<file path="config.mk">
export PLATFORM = sky130hd
export DESIGN_NAME = acs_pm_unit
export DESIGN_NICKNAME = d
export VERILOG_FILES = /design/src/rtl/acs_pm_unit.sv
export SDC_FILE = /design/constraint.sdc
export NUM_CORES = 1
export LEC_CHECK = 0
export CAP_MARGIN = 30
export CORE_MARGIN = 2
export CORE_UTILIZATION = 51
export CTS_CLUSTER_SIZE = 28
export DETAILED_ROUTE_END_ITERATION = 6
export PLACE_DENSITY = 0.78
export SETUP_SLACK_MARGIN = 0.3
export SLEW_MARGIN = 20
export SYNTH_ARGS = -nofsm -noshare
export SYNTH_HDL_FRONTEND = slang
export SYNTH_SLANG_ARGS = --single-unit
</file>
<file path="constraint.sdc">
create_clock -name i_clk -period 4.2 [get_ports i_clk]
set_clock_uncertainty 0.15 [all_clocks]
set_input_delay 0.84 -clock i_clk [delete_from_list [all_inputs] [get_ports i_clk]]
set_output_delay 0.84 -clock i_clk [all_outputs]
set_load 0.05 [all_outputs]
</file>
<file path="src/rtl/acs_pm_unit.sv">
// Add-compare-select with registered path metrics for the 4-state K=3 rate-1/2 Viterbi trellis.
// Define ACS_PM_NORM_EN for modular normalisation; otherwise metrics saturate at 2^METRIC_W-1.
module acs_pm_unit #(
  parameter int unsigned METRIC_W = 4,
  parameter int unsigned BM_W     = 2
) (
  input  logic                i_clk,
  input  logic                i_rst_n,
  input  logic                i_start,
  input  logic                i_valid,
  input  logic [BM_W-1:0]     i_BM_0,
  input  logic [BM_W-1:0]     i_BM_1,
  input  logic [BM_W-1:0]     i_BM_2,
  input  logic [BM_W-1:0]     i_BM_3,
  output logic                o_valid,
  output logic [METRIC_W-1:0] o_PM_0,
  output logic [METRIC_W-1:0] o_PM_1,
  output logic [METRIC_W-1:0] o_PM_2,
  output logic [METRIC_W-1:0] o_PM_3,
  output logic [3:0]          o_dec,
  output logic [1:0]          o_min_state,
  output logic                o_norm
);

  localparam logic [METRIC_W-1:0] PM_INIT = {1'b0, {(METRIC_W-1){1'b1}}};
  localparam logic [METRIC_W:0]   PM_MAX  = {1'b0, {METRIC_W{1'b1}}};

  logic [METRIC_W-1:0] r_pm [4];
  logic [3:0]          r_dec;
  logic                r_valid;
  logic                r_norm;

  logic [METRIC_W-1:0] w_pm_n [4];
  logic [METRIC_W:0]   w_a    [4];
  logic [METRIC_W:0]   w_b    [4];
  logic [METRIC_W:0]   w_sel  [4];
  logic [METRIC_W-1:0] w_new  [4];
  logic [3:0]          w_dec;
  logic                w_norm;

  function automatic logic [METRIC_W:0] add_bm(input logic [METRIC_W-1:0] pm,
                                               input logic [BM_W-1:0] bm);
    return {1'b0, pm} + {{(METRIC_W+1-BM_W){1'b0}}, bm};
  endfunction

`ifdef ACS_PM_NORM_EN
  // All four MSBs set: clearing them shifts every metric by the same amount.
  assign w_norm = r_pm[0][METRIC_W-1] & r_pm[1][METRIC_W-1] &
                  r_pm[2][METRIC_W-1] & r_pm[3][METRIC_W-1];

  always_comb begin
    for (int i = 0; i < 4; i++) begin
      w_pm_n[i] = w_norm ? {1'b0, r_pm[i][METRIC_W-2:0]} : r_pm[i];
    end
  end
`else
  assign w_norm = 1'b0;

  always_comb begin
    for (int i = 0; i < 4; i++) begin
      w_pm_n[i] = r_pm[i];
    end
  end
`endif

  always_comb begin
    w_a[0] = add_bm(w_pm_n[0], i_BM_0);
    w_b[0] = add_bm(w_pm_n[1], i_BM_3);
    w_a[1] = add_bm(w_pm_n[2], i_BM_2);
    w_b[1] = add_bm(w_pm_n[3], i_BM_1);
    w_a[2] = add_bm(w_pm_n[0], i_BM_3);
    w_b[2] = add_bm(w_pm_n[1], i_BM_0);
    w_a[3] = add_bm(w_pm_n[2], i_BM_1);
    w_b[3] = add_bm(w_pm_n[3], i_BM_2);
  end

  // Compare on unclipped sums; clip only the survivor.
  always_comb begin
    for (int s = 0; s < 4; s++) begin
      w_dec[s] = (w_b[s] < w_a[s]);
      w_sel[s] = w_dec[s] ? w_b[s] : w_a[s];
      w_new[s] = (w_sel[s] > PM_MAX) ? PM_MAX[METRIC_W-1:0] : w_sel[s][METRIC_W-1:0];
    end
  end

  always_ff @(posedge i_clk or negedge i_rst_n) begin
    if (!i_rst_n) begin
      r_pm[0] <= '0;
      r_pm[1] <= PM_INIT;
      r_pm[2] <= PM_INIT;
      r_pm[3] <= PM_INIT;
      r_dec   <= '0;
      r_valid <= 1'b0;
      r_norm  <= 1'b0;
    end else if (i_start) begin
      r_pm[0] <= '0;
      r_pm[1] <= PM_INIT;
      r_pm[2] <= PM_INIT;
      r_pm[3] <= PM_INIT;
      r_dec   <= '0;
      r_valid <= 1'b0;
      r_norm  <= 1'b0;
    end else if (i_valid) begin
      for (int s = 0; s < 4; s++) begin
        r_pm[s] <= w_new[s];
      end
      r_dec   <= w_dec;
      r_valid <= 1'b1;
      r_norm  <= w_norm;
    end else begin
      r_valid <= 1'b0;
      r_norm  <= 1'b0;
    end
  end

  // Strict less-than keeps the lowest index on ties.
  always_comb begin
    o_min_state = 2'd0;
    for (int i = 1; i < 4; i++) begin
      if (r_pm[i] < r_pm[o_min_state]) begin
        o_min_state = 2'(i);
      end
    end
  end

  assign o_PM_0  = r_pm[0];
  assign o_PM_1  = r_pm[1];
  assign o_PM_2  = r_pm[2];
  assign o_PM_3  = r_pm[3];
  assign o_dec   = r_dec;
  assign o_valid = r_valid;
  assign o_norm  = r_norm;

endmodule

</file>
==> flow_metrics.py, run 1 <==
metrics = {
    "die": {
        "design.portCount": 36,
        "core_area_um2": 5010,
        "die_h_um": 75.45,
        "fp.dieW_um": 75.45,
        "rows": 26,
        "start_util": 0.5197,
        "die_area_um2": 5693,
    },
    "sta": {
        "worstMarginPinSlew_ps": 668.4,
        "fin_crit_ps": 4808,
        "hold_viol_final": 0,
        "rsz0062_at_grt": "true",
        "fin_ws_ps": -607.8,
        "setup_tns_ps": -1213,
        "finalSetupViolCount": 2,
        "clock.fmax_mhz": 208.0,
        "period_share": 1.145,
        "maxSlewViolCount": 0,
        "maxSlewHeadroom": 0.5514,
    },
    "global_routing": {
        "grtUsageTotal": 0.2498,
        "overflow": 0,
        "grt_pass1_wl_mm": 11.00,
        "antenna_found_initial": 0,
        "grt_max_degree": 22,
        "grt_pass1_vias": 2328,
    },
    "outcome": {
        "outcome": "finished with violations",
        "violations": "negative setup slack",
    },
    "route": {
        "drt-initial-drc-count": 90,
        "wl_mm": 6.700,
        "vias": 2293,
        "avgRoutedWirePerCell_um": 16.50,
        "ant_nets": 0,
        "dr.pass1.iters": 4,
        "vias_per_cell": 5.648,
        "route.detailed.drc": 0,
    },
    "yosys": {
        "ys_seq_area_frac": 0.2062,
        "synth.avg_cell_area_um2": 9.201,
        "netlist_area_um2": 2604,
        "synth-seq-cells": 21,
        "synthFlopType": "dfrtp_1",
        "async_flop_share": 1.000,
        "synth_edf_count": 0,
        "syn_nets": 345,
        "yosys_warnings": 0,
        "synth_cell_type_count": 58,
        "synth_cells": 283,
    },
    "placement": {
        "dp.final_hpwl_mm": 5.211,
        "gp_congestion": 0.9033,
        "port_buffers": 34,
    },
    "layout": {
        "fill_cells": 414,
        "layout.nets": 399,
        "area_delta_synth_final_pct": 31.09,
        "layout_commonest_cell": "ha_1",
        "drive_gt1_frac": 0.2500,
        "insertedDiodeCount": 0,
        "final_cell_mix": "ha_1 (37), clkdlybuf4s50_1 (32), buf_4 (25), nor2_1 (20), nand2_1 (17)",
    },
    "clocking": {
        "numCtsBuffers": 3,
        "clock-sinks": 21,
        "clock_latency_ps": 260,
        "ctsHoldBuffers": 0,
        "cts_tree": "yes",
        "path_clk_slew_ps": 80,
        "cts-root-buf": "clkbuf_8",
        "ctsHtreeMaxLevel": 1,
        "cts.path.max_buffers": 2,
    },
    "worst_setup_path": {
        "arrival_ps": 3820,
        "endpoint_kind": "primary output",
        "cpMostUsedCell": "ha_4",
        "cp_max_fo": 3,
        "slowest_delay_ps": 630,
        "criticalPathCategory": "reg -> out",
        "crit_chain": "ha_4, and3_4, a21oi_4, mux2i_2, ha_1, a21o_1, a211oi_4, a21o_4, mux2_4, ha_4, o21ai_2, nand2b_1, a21oi_2, a211o_4, buf_12",
        "required_ps": 3210,
        "crit_path_start_kind": "register",
        "crit_slowest_cell": "dfstp_4",
    },
    "run": {
        "max-cap-violations": 0,
    },
    "hold_path": {
        "holdCritPathClass": "reg -> reg",
    },
}
==> cell usage after synthesis (all sizes together) (3+ instances only) <==
master	count	area share
ha	42	0.20
nor2	21	0.031
nand2	19	0.027
inv	18	0.026
a21oi	14	0.028
a21o	12	0.037
dfrtp	12	0.12
o21ai	11	0.023
mux2i	10	0.038
nand2b	10	0.024
dfstp	9	0.091
buf	8	0.021
fa	8	0.062
xnor2	8	0.027
xor2	8	0.027
and3	7	0.017
mux2	7	0.033
nor3	7	0.013
a31oi	4	0.0096
nor2b	4	0.0096
o22a	4	0.013
or2	4	0.0096
a211o	3	0.010
a221oi	3	0.010
clkbuf	3	0.0043
nand3b	3	0.0086
or3	3	0.0072
==> path summary, 6_finish.rpt <==
check	startpoint	endpoint	slack, ps	depth (start not counted)
max	o_PM_1[2]	o_min_state[0]	-610	15
min	o_dec[0]	o_dec[0]	370	2
max reg2reg	o_PM_2[0]	o_PM_1[3]	980	9
min reg2reg	o_dec[0]	o_dec[0]	370	2
max in group asynchronous	i_rst_n	o_PM_3[0]	2780	2
min in group asynchronous	i_rst_n	o_dec[0]	660	1
==> cell families (layout without fill, tap and decap cells) <==
family                     count (synthesis)  in the layout  synth area share
and+or+nand+nor                           86             86            0.1696
AOI/OAI and AO/OA                         63             63            0.1831
adders and majority gates                 50             50            0.2633
buffers and inverters                     29             82           0.05093
DFF                                       21             21            0.2062
muxes                                     17             17           0.07160
xor gates and xnor gates                  16             16           0.05382
other                                      1              1          0.001440
==> critical path, delay by kind of cell (launching register included) <==
| family | cells | cell delay, ps |
|---|---|---|
| flip-flops | 1 | 630 |
| multiplexers | 2 | 570 |
| AND/OR/NAND/NOR | 2 | 280 |
| AO/OA/AOI/OAI | 7 | 1170 |
| buffers and inverters | 1 | 150 |
| adder cells (fa/ha/maj) | 3 | 750 |
==> layer usage <==
metal	up-vias	GRT usage	routed length, um	share of wire
met1	1108	0.3480	2974	0.44
met3	9	0.02646	323	0.048
met2	54	0.4280	3311	0.49
met5	-	0	0	0
li1	1122	-	-	-
met4	0	0.04094	91	0.014
==> state kept, by name, indices dropped and copies added (netlist names) <==
| signal | flops |
|---|---|
| o_dec | 4 |
| o_PM_1 | 4 |
| o_valid | 1 |
| o_PM_2 | 4 |
| o_PM_3 | 4 |
| o_PM_0 | 4 |
==> through the flow <==
step           hold slack [ps]  instance area [um2]  utilization  setup WS [ps]  instances
2_1_floorplan            394.4                 2725            -         -316.3        283
3_3_place_gp             333.4                 3251       0.6489         -259.0        395
3_5_place_dp             333.6                 3251       0.6489         -391.6        395
4_1_cts                  369.0                 3344       0.6676         -561.2        402
5_1_grt                  422.4                 3413       0.6813         -740.8        406
6_report                 368.0                 3413       0.6813         -607.8        406
==> layout make-up <==
cell class / count / area [um2] / area share
multi-input combinational: 233 / 2091 / 0.6125
timing repair buffer: 60 / 563.0 / 0.1650
sequential: 21 / 551.8 / 0.1617
tap: 70 / 87.58 / 0.02566
inverter: 18 / 75.07 / 0.02199
clock buffer: 4 / 45.04 / 0.01320
==> repair_timing <==
| action | 4_1_cts | 5_1_grt |
|---|---|---|
| cloned | 0 | 0 |
| endpoints found under the setup margin | 2 | 4 |
| endpoints found under the hold margin | 0 | 0 |
| pin swaps | 3 | 3 |
| resized for setup | 6 | 6 |
| setup buffers | 3 | 3 |
Power of run 1 is left out: the tool's default activity adds up to more than one toggle a clock period on the data nets, which glitch-free logic cannot reach.
==> inputs of run 2 (changes only) <==
- CORE_UTILIZATION: 51 -> 60
- PLACE_DENSITY: 0.78 -> 0.86
- SKIP_CTS_REPAIR_TIMING: default -> 1
- clock period: 4.2 -> 5.9 ns (I/O delays scaled with it)
==> flow_metrics.py, run 2 (synthesis gave the netlist of run 1 again) <==
metrics = {
    "clocking": {
        "clock-sinks": 21,
        "cts.path.max_buffers": 2,
        "cts-root-buf": "clkbuf_8",
        "path_clk_slew_ps": 80,
        "numCtsBuffers": 3,
        "ctsHtreeMaxLevel": 1,
        "cts_tree": "yes",
        "clock_latency_ps": 260,
    },
    "route": {
        "avgRoutedWirePerCell_um": 18.03,
        "dr.pass1.iters": 7,
        "route.detailed.drc": 0,
        "ant_nets": 0,
        "drt-initial-drc-count": 139,
        "wl_mm": 6.743,
        "vias_per_cell": 6.278,
        "vias": 2348,
    },
    "placement": {
        "place_worst_setup_slack_ps": 585.5,
        "gp_congestion": 0.9286,
        "placed_cell_area_um2": 2962,
        "port_buffers": 34,
        "dp.final_hpwl_mm": 4.916,
    },
    "worst_setup_path": {
        "required_ps": 4570,
        "crit_path_start_kind": "register",
        "crit_chain": "ha_1, and3_2, a21oi_4, mux2i_2, ha_1, a21o_1, a211oi_4, a21o_4, mux2_4, ha_1, nor4_1, o21ai_0, nand2_1, buf_12",
        "crit_slowest_cell": "dfstp_2",
        "worst-path-buf-inv": 1,
        "slowest_delay_ps": 640,
        "arrival_ps": 4200,
        "criticalPathCategory": "reg -> out",
        "cpMostUsedCell": "ha_1",
        "critical-path-top-delay-family": "compound AO/OA/AOI/OAI gates",
        "cp_max_fo": 8,
        "endpoint_kind": "primary output",
    },
    "die": {
        "core_area_um2": 4086,
        "die_area_um2": 4883,
        "rows": 23,
        "design.portCount": 36,
        "fp.dieW_um": 69.88,
        "start_util": 0.6372,
        "die_h_um": 69.88,
    },
    "sta": {
        "hold_viol_final": 0,
        "maxSlewViolCount": 0,
        "clock.fmax_mhz": 180.8,
        "setup_tns_ps": 0,
        "fin_crit_ps": 5532,
        "whs_ps": 373.6,
        "maxSlewHeadroom": 0.4910,
        "rsz0062_at_grt": "false",
        "period_share": 0.9377,
        "fin_ws_ps": 367.7,
        "finalSetupViolCount": 0,
        "worstMarginPinSlew_ps": 759.9,
    },
    "layout": {
        "multi_input_area_um2": 1956,
        "final_cell_area_um2": 3149,
        "layout.nets": 387,
        "final_cell_mix": "ha_1 (42), clkdlybuf4s50_1 (32), nor2_1 (20), nand2_1 (18)",
        "regArea_um2": 541.8,
        "area_delta_synth_final_pct": 20.95,
        "fill_cells": 285,
        "insertedDiodeCount": 0,
        "drive_gt1_frac": 0.1821,
        "layout_commonest_cell": "ha_1",
    },
    "global_routing": {
        "grt_pass1_wl_mm": 10.69,
        "grtUsageTotal": 0.2682,
        "antenna_found_initial": 0,
        "grt_max_degree": 22,
        "grt_pass1_vias": 2153,
        "overflow": 0,
    },
    "hold_path": {
        "holdCritPathClass": "reg -> reg",
    },
    "outcome": {
        "outcome": "completed",
    },
    "run": {
        "max-cap-violations": 0,
    },
}
run 2: changes by cell type in the layout (fill, tap and decap cells not counted), sizes merged:
cell and change:
clkbuf -1, buf -12, clkinvlp +1
run 2: path summary, 6_finish.rpt:
path                       cells after the start        endpoint  slack (ps)      start
min                                            2        o_dec[0]         370   o_dec[0]
min reg2reg                                    2        o_dec[0]         370   o_dec[0]
min in group asynchronous                      1         o_valid        1020    i_rst_n
max                                           14  o_min_state[1]         370  o_PM_1[2]
max reg2reg                                    9       o_PM_0[3]        2610  o_PM_0[0]
max in group asynchronous                      2       o_PM_2[0]        4080    i_rst_n
run 2: metrics by stage:
step	cells	utilization
6_report	374	0.7707
3_3_place_gp	356	0.7247
2_1_floorplan	283	-
5_1_grt	374	0.7707
3_5_place_dp	356	0.7247
4_1_cts	360	0.7367
run 2: tightest hold or removal path: stages, from the launching register on:
cell	delay, ps
dfrtp_1	360
nand2_1	50
o21ai_0	70
run 2: layout make-up:
| type | instances | share of cell area |
|---|---|---|
| clock inverter | 1 | 0.002384 |
| sequential | 21 | 0.1720 |
| tap | 50 | 0.01986 |
| clock buffer | 3 | 0.01311 |
| inverter | 18 | 0.02145 |
| multi-input combinational | 233 | 0.6210 |
| timing repair buffer | 48 | 0.1502 |
run 2: metal layers:
| metal | global-route usage | part of all wire | vias up |
|---|---|---|---|
| met5 | 0 | 0 | - |
| li1 | - | - | 1094 |
| met2 | 0.4190 | 0.47 | 116 |
| met4 | 0.04060 | 0.010 | 0 |
| met3 | 0.03319 | 0.073 | 8 |
| met1 | 0.4060 | 0.45 | 1130 |
Power of run 2 is left out for the same reason.
==> inputs of run 3 (changes only) <==
- GPL_TIMING_DRIVEN: default -> 0
==> flow_metrics.py, run 3 (synthesis gave the netlist of run 1 again) <==
metrics = {
    "worst_setup_path": {
        "criticalPathCategory": "reg -> out",
        "endpoint_kind": "primary output",
        "crit_path_start_kind": "register",
        "arrival_ps": 4140,
        "r2r_slack_ps": 2610,
        "required_ps": 4570,
        "r2r.worst_path.cells": 9,
        "cp_max_fo": 6,
    },
    "route": {
        "wl_mm": 6.722,
        "drt-initial-drc-count": 136,
        "route.detailed.drc": 0,
        "ant_nets": 0,
        "avgRoutedWirePerCell_um": 17.64,
        "vias": 2343,
        "dr.pass1.iters": 4,
        "vias_per_cell": 6.150,
    },
    "clocking": {
        "cts-root-buf": "clkbuf_8",
        "clock_latency_ps": 260,
        "ctsHtreeMaxLevel": 1,
        "path_clk_slew_ps": 80,
        "cts.path.max_buffers": 2,
        "clock-sinks": 21,
        "numCtsBuffers": 3,
        "cts_tree": "yes",
    },
    "hold_path": {
        "holdCritPathClass": "reg -> reg",
        "min_path_cells": 2,
    },
    "global_routing": {
        "antenna_found_initial": 0,
        "grt_max_degree": 22,
        "grt_pass1_wl_mm": 10.96,
        "grtUsageTotal": 0.2772,
        "overflow": 0,
        "grt_pass1_vias": 2346,
    },
    "sta": {
        "finalSetupViolCount": 0,
        "fin_crit_ps": 5473,
        "maxSlewHeadroom": 0.4708,
        "clock.fmax_mhz": 182.7,
        "setup_tns_ps": 0,
        "worstMarginPinSlew_ps": 790.1,
        "rsz0062_at_grt": "false",
        "maxSlewViolCount": 0,
        "period_share": 0.9276,
        "hold_viol_final": 0,
    },
    "layout": {
        "regArea_um2": 540.5,
        "layout_commonest_cell": "ha_1",
        "area_delta_synth_final_pct": 21.72,
        "layout.nets": 394,
        "fill_cells": 297,
        "insertedDiodeCount": 0,
        "drive_gt1_frac": 0.1873,
        "multi_input_area_um2": 1966,
        "final_cell_mix": "ha_1 (42), clkdlybuf4s50_1 (31), nor2_1 (20), nand2_1 (18), inv_1 (14)",
    },
    "die": {
        "start_util": 0.6372,
        "design.portCount": 36,
        "die_area_um2": 4883,
        "die_h_um": 69.88,
        "fp.dieW_um": 69.88,
        "core_area_um2": 4086,
        "rows": 23,
    },
    "placement": {
        "dp.final_hpwl_mm": 5.077,
        "gp_congestion": 0.9355,
        "port_buffers": 33,
    },
    "run": {
        "max-cap-violations": 0,
    },
    "outcome": {
        "outcome": "completed",
    },
}
[run 3: cell count changes in the layout (fill, tap and decap cells not counted), sizes merged]
cell,delta
buf,+5
clkinvlp,-1
clkbuf,+4
clkdlybuf4s50,-1
[run 3: routing by layer]
layer	up-vias	GRT usage	routed length (um)
met5	-	0	0
met4	0	0.05983	17
met3	4	0.04329	341
met2	81	0.4646	3292
met1	1145	0.3793	3071
li1	1113	-	-
[run 3: area by class of cell]
type | count | share of cell area
Tap cell | 50 | 0.01974
Clock buffer | 4 | 0.01421
Inverter | 18 | 0.02132
Sequential cell | 21 | 0.1705
Timing Repair Buffer | 44 | 0.1334
Buffer | 11 | 0.02053
Multi-Input combinational cell | 233 | 0.6202
[run 3: worst max-delay path, stage by stage (launching register included)]
cell and delay, ps:
dfrtp_1 370, buf_6 150, inv_2 80, ha_1 330, and3_2 260, a21oi_4 220
mux2i_2 280, ha_1 280, a21o_1 220, a211oi_4 260, a21o_4 180, mux2_4 290
ha_1 280, o21ai_1 140, nand2b_1 80, a21oi_2 160, a211o_1 140, buf_6 160
[run 3: final timing paths]
path | from | to
setup reg to reg | o_PM_0[0] | o_PM_2[1]
hold / removal | o_PM_1[1] | o_PM_1[1]
hold reg to reg | o_PM_1[1] | o_PM_1[1]
setup / recovery | o_PM_0[2] | o_min_state[0]
min in group asynchronous | i_rst_n | o_PM_0[3]
max in group asynchronous | i_rst_n | o_PM_3[2]
[run 3: through the flow]
step | utilization | instances | worst slack, ps | cell area [um2] | hold slack, ps
3_5_place_dp | 0.7333 | 366 | -152.5 | 2997 | 356.4
2_1_floorplan | - | 283 | 468.3 | 2604 | 497.9
3_3_place_gp | 0.7333 | 366 | -25.45 | 2997 | 344.6
4_1_cts | 0.7443 | 370 | -450.2 | 3042 | 378.3
5_1_grt | 0.7756 | 381 | 222.5 | 3169 | 400.4
6_report | 0.7756 | 381 | 427.0 | 3169 | 398.6
Power of run 3 is left out for the same reason.
==> variant: new RTL, settings of run 1 <==
The option `ACS_PM_NORM_EN` is turned on by a define.
--- a/src/rtl/acs_pm_unit.sv
+++ b/src/rtl/acs_pm_unit.sv
@@ -2,2 +2,4 @@
 // Define ACS_PM_NORM_EN for modular normalisation; otherwise metrics saturate at 2^METRIC_W-1.
+`define ACS_PM_NORM_EN
+
 module acs_pm_unit #(
Behaviour: not the same (Yosys sat finds a counterexample within 10 cycles, from zero or initial values and one cycle with i_rst_n low).
==> variant against run 1 <==
Sequential cell count rose by 1; setup slack got worse by 0.50 ns; area after synthesis rose by 7.4%; largest cell class unchanged; hold slack improved by 0.10 ns; sequential share of layout area fell by 0.49 points; wire length rose by 9.4%; core utilization rose by 1.5 points; the flow still finishes with violations (negative setup slack); critical endpoint unchanged; cell area rose by 6.2%.
Power is left out: the tool's default activity adds up to more than one toggle a clock period on the data nets, which glitch-free logic cannot reach.
==> variant: results <==
metrics = {
    "sta": {
        "worst_pin_slew_ns": 0.759,
        "setup_ws_ns": -1.11,
        "setup_violations": 2,
    },
    "place": {
        "place.gp.congestion": 0.880,
        "dpl.hpwl_mm": 5.73,
        "place_ws_ns": -0.815,
        "place_inst": 437,
        "dpl_cell_area_mm2": 0.00345,
        "port_buffers": 35,
    },
    "global_routing": {
        "grt_pass1_wl_mm": 12.5,
        "grt_pass1_vias": 2616,
        "antenna_found_initial": 0,
        "grt_max_degree": 22,
        "grt_usage": 0.256,
    },
    "synth": {
        "synth_top_flop_cell": "dfrtp_1",
        "synthTopCellsByArea": "ha_1 19%, dfrtp_1 12%, dfstp_2 8.5%",
        "ys_warn_count": 0,
        "yosys-top-cells-count": "43 x ha_1, 28 x nand2_1, 25 x nor2_1, 21 x inv_1",
        "syn-instance-count": 317,
        "async_flop_share": 1.00,
        "syn-num-nets": 380,
        "ys_seq_area_frac": 0.201,
        "yosysUniqueCellTypes": 47,
    },
    "cells_and_area": {
        "num_antenna_cells": 0,
        "layout-drive-gt1-share": 0.228,
        "fin_cells": 447,
    },
    "status": {
        "status": "finished, violations left",
        "violations": "negative setup slack",
    },
    "worst_setup_path": {
        "crit_fanout": 4,
        "timing.rr.start": "o_PM_1[3]$_DFFE_PN0P_",
        "cp_slowest_cell": "dfstp_4",
        "cp-startpoint": "o_PM_1[1]$_DFFE_PN1P_",
        "endpoint_kind": "output pin",
        "max_stage_delay_ns": 0.64,
        "critPathArrivalTime_ns": 4.32,
        "path_delay_family": "compound AO/OA/AOI/OAI gates",
    },
    "route": {
        "vias_per_cell": 5.74,
        "drt_iter0_drc": 137,
        "wire_per_inst_um": 16.4,
        "firstDrtPassIters": 4,
    },
    "clock_tree": {
        "cts_made_buffers": 3,
        "clock_latency_ns": 0.27,
        "htreeDepth": 1,
        "cts-root-buf": "clkbuf_8",
        "clkTransAtPathRegs_ns": 0.08,
        "clock_path_buffers": 2,
    },
    "worst_hold_path": {
        "hold_start": "o_dec[0]$_DFFE_PN0P_",
        "hold_class": "reg2reg",
    },
    "run": {
        "maxCapViolCount": 0,
    },
}
==> variant: changes by cell type after synthesis, moves of 4 or more <==
cell,run 1,this run
mux2i_1,10,15
nor2_1,20,25
inv_1,14,21
xnor2_1,8,4
o21ai_0,6,10
clkbuf_1,3,8
nand2_1,19,28
inv_2,4,0
or2_2,3,7
==> variant: path summary, 6_finish.rpt <==
path / to / slack, ns / depth (start not counted)
max: o_min_state[0] / -1.11 / 18
min: o_dec[0]$_DFFE_PN0P_ / 0.47 / 3
max reg2reg: o_PM_0[2]$_DFFE_PN0P_ / 0.99 / 10
min reg2reg: o_dec[0]$_DFFE_PN0P_ / 0.47 / 3
max in group asynchronous: o_PM_2[1]$_DFFE_PN1P_ / 2.68 / 2
min in group asynchronous: o_dec[0]$_DFFE_PN0P_ / 0.70 / 1
==> variant: area by class of cell <==
class                      count  area [µm²]
tap                           70        87.6
fill                         399        1580
multi-input combinational    264        2200
clock buffer                   3        41.3
clock inverter                 1        30.0
timing repair buffer          66         619
inverter                      21        78.8
sequential                    22         568
==> variant: metal layers <==
layer  up-vias  GRT usage  share of wire  routed length (µm)
met5         -          0              0                   0
met4         0     0.0965          0.031                 229
met3        21     0.0195          0.062                 456
met2        81      0.408           0.47                3420
met1      1213      0.364           0.44                3230
li1       1251          -              -                   -
==> variant: timing repair <==
action                     in CTS  in global routing
setup endpoints to repair       2                  3
setup buffers                   4                  2
gates resized for setup         9                  6
pin swaps                       6                  8
==> variant: through the flow <==
step           setup TNS [ns]  utilization
2_1_floorplan           -2.08            -
3_3_place_gp            -1.27        0.661
3_5_place_dp            -1.62        0.664
4_1_cts                 -1.80        0.689
5_1_grt                 -2.42        0.696
6_report                -2.06        0.696
==> variant: kinds of logic after synthesis <==
logic type	after synthesis	share of synthesized area
AO/OA/AOI/OAI	74	0.190
XOR/XNOR	14	0.0439
adder cells (fa/ha/maj)	51	0.250
buffers and inverters	31	0.0448
flip-flops	22	0.201
multiplexers	24	0.0927
AND/OR/NAND/NOR	101	0.178
==> variant: worst min-delay path, cell delays in order, from the launching register on <==
cell     delay, ns
dfrtp_1       0.39
inv_1         0.05
mux2_2        0.13
nor2_1        0.03
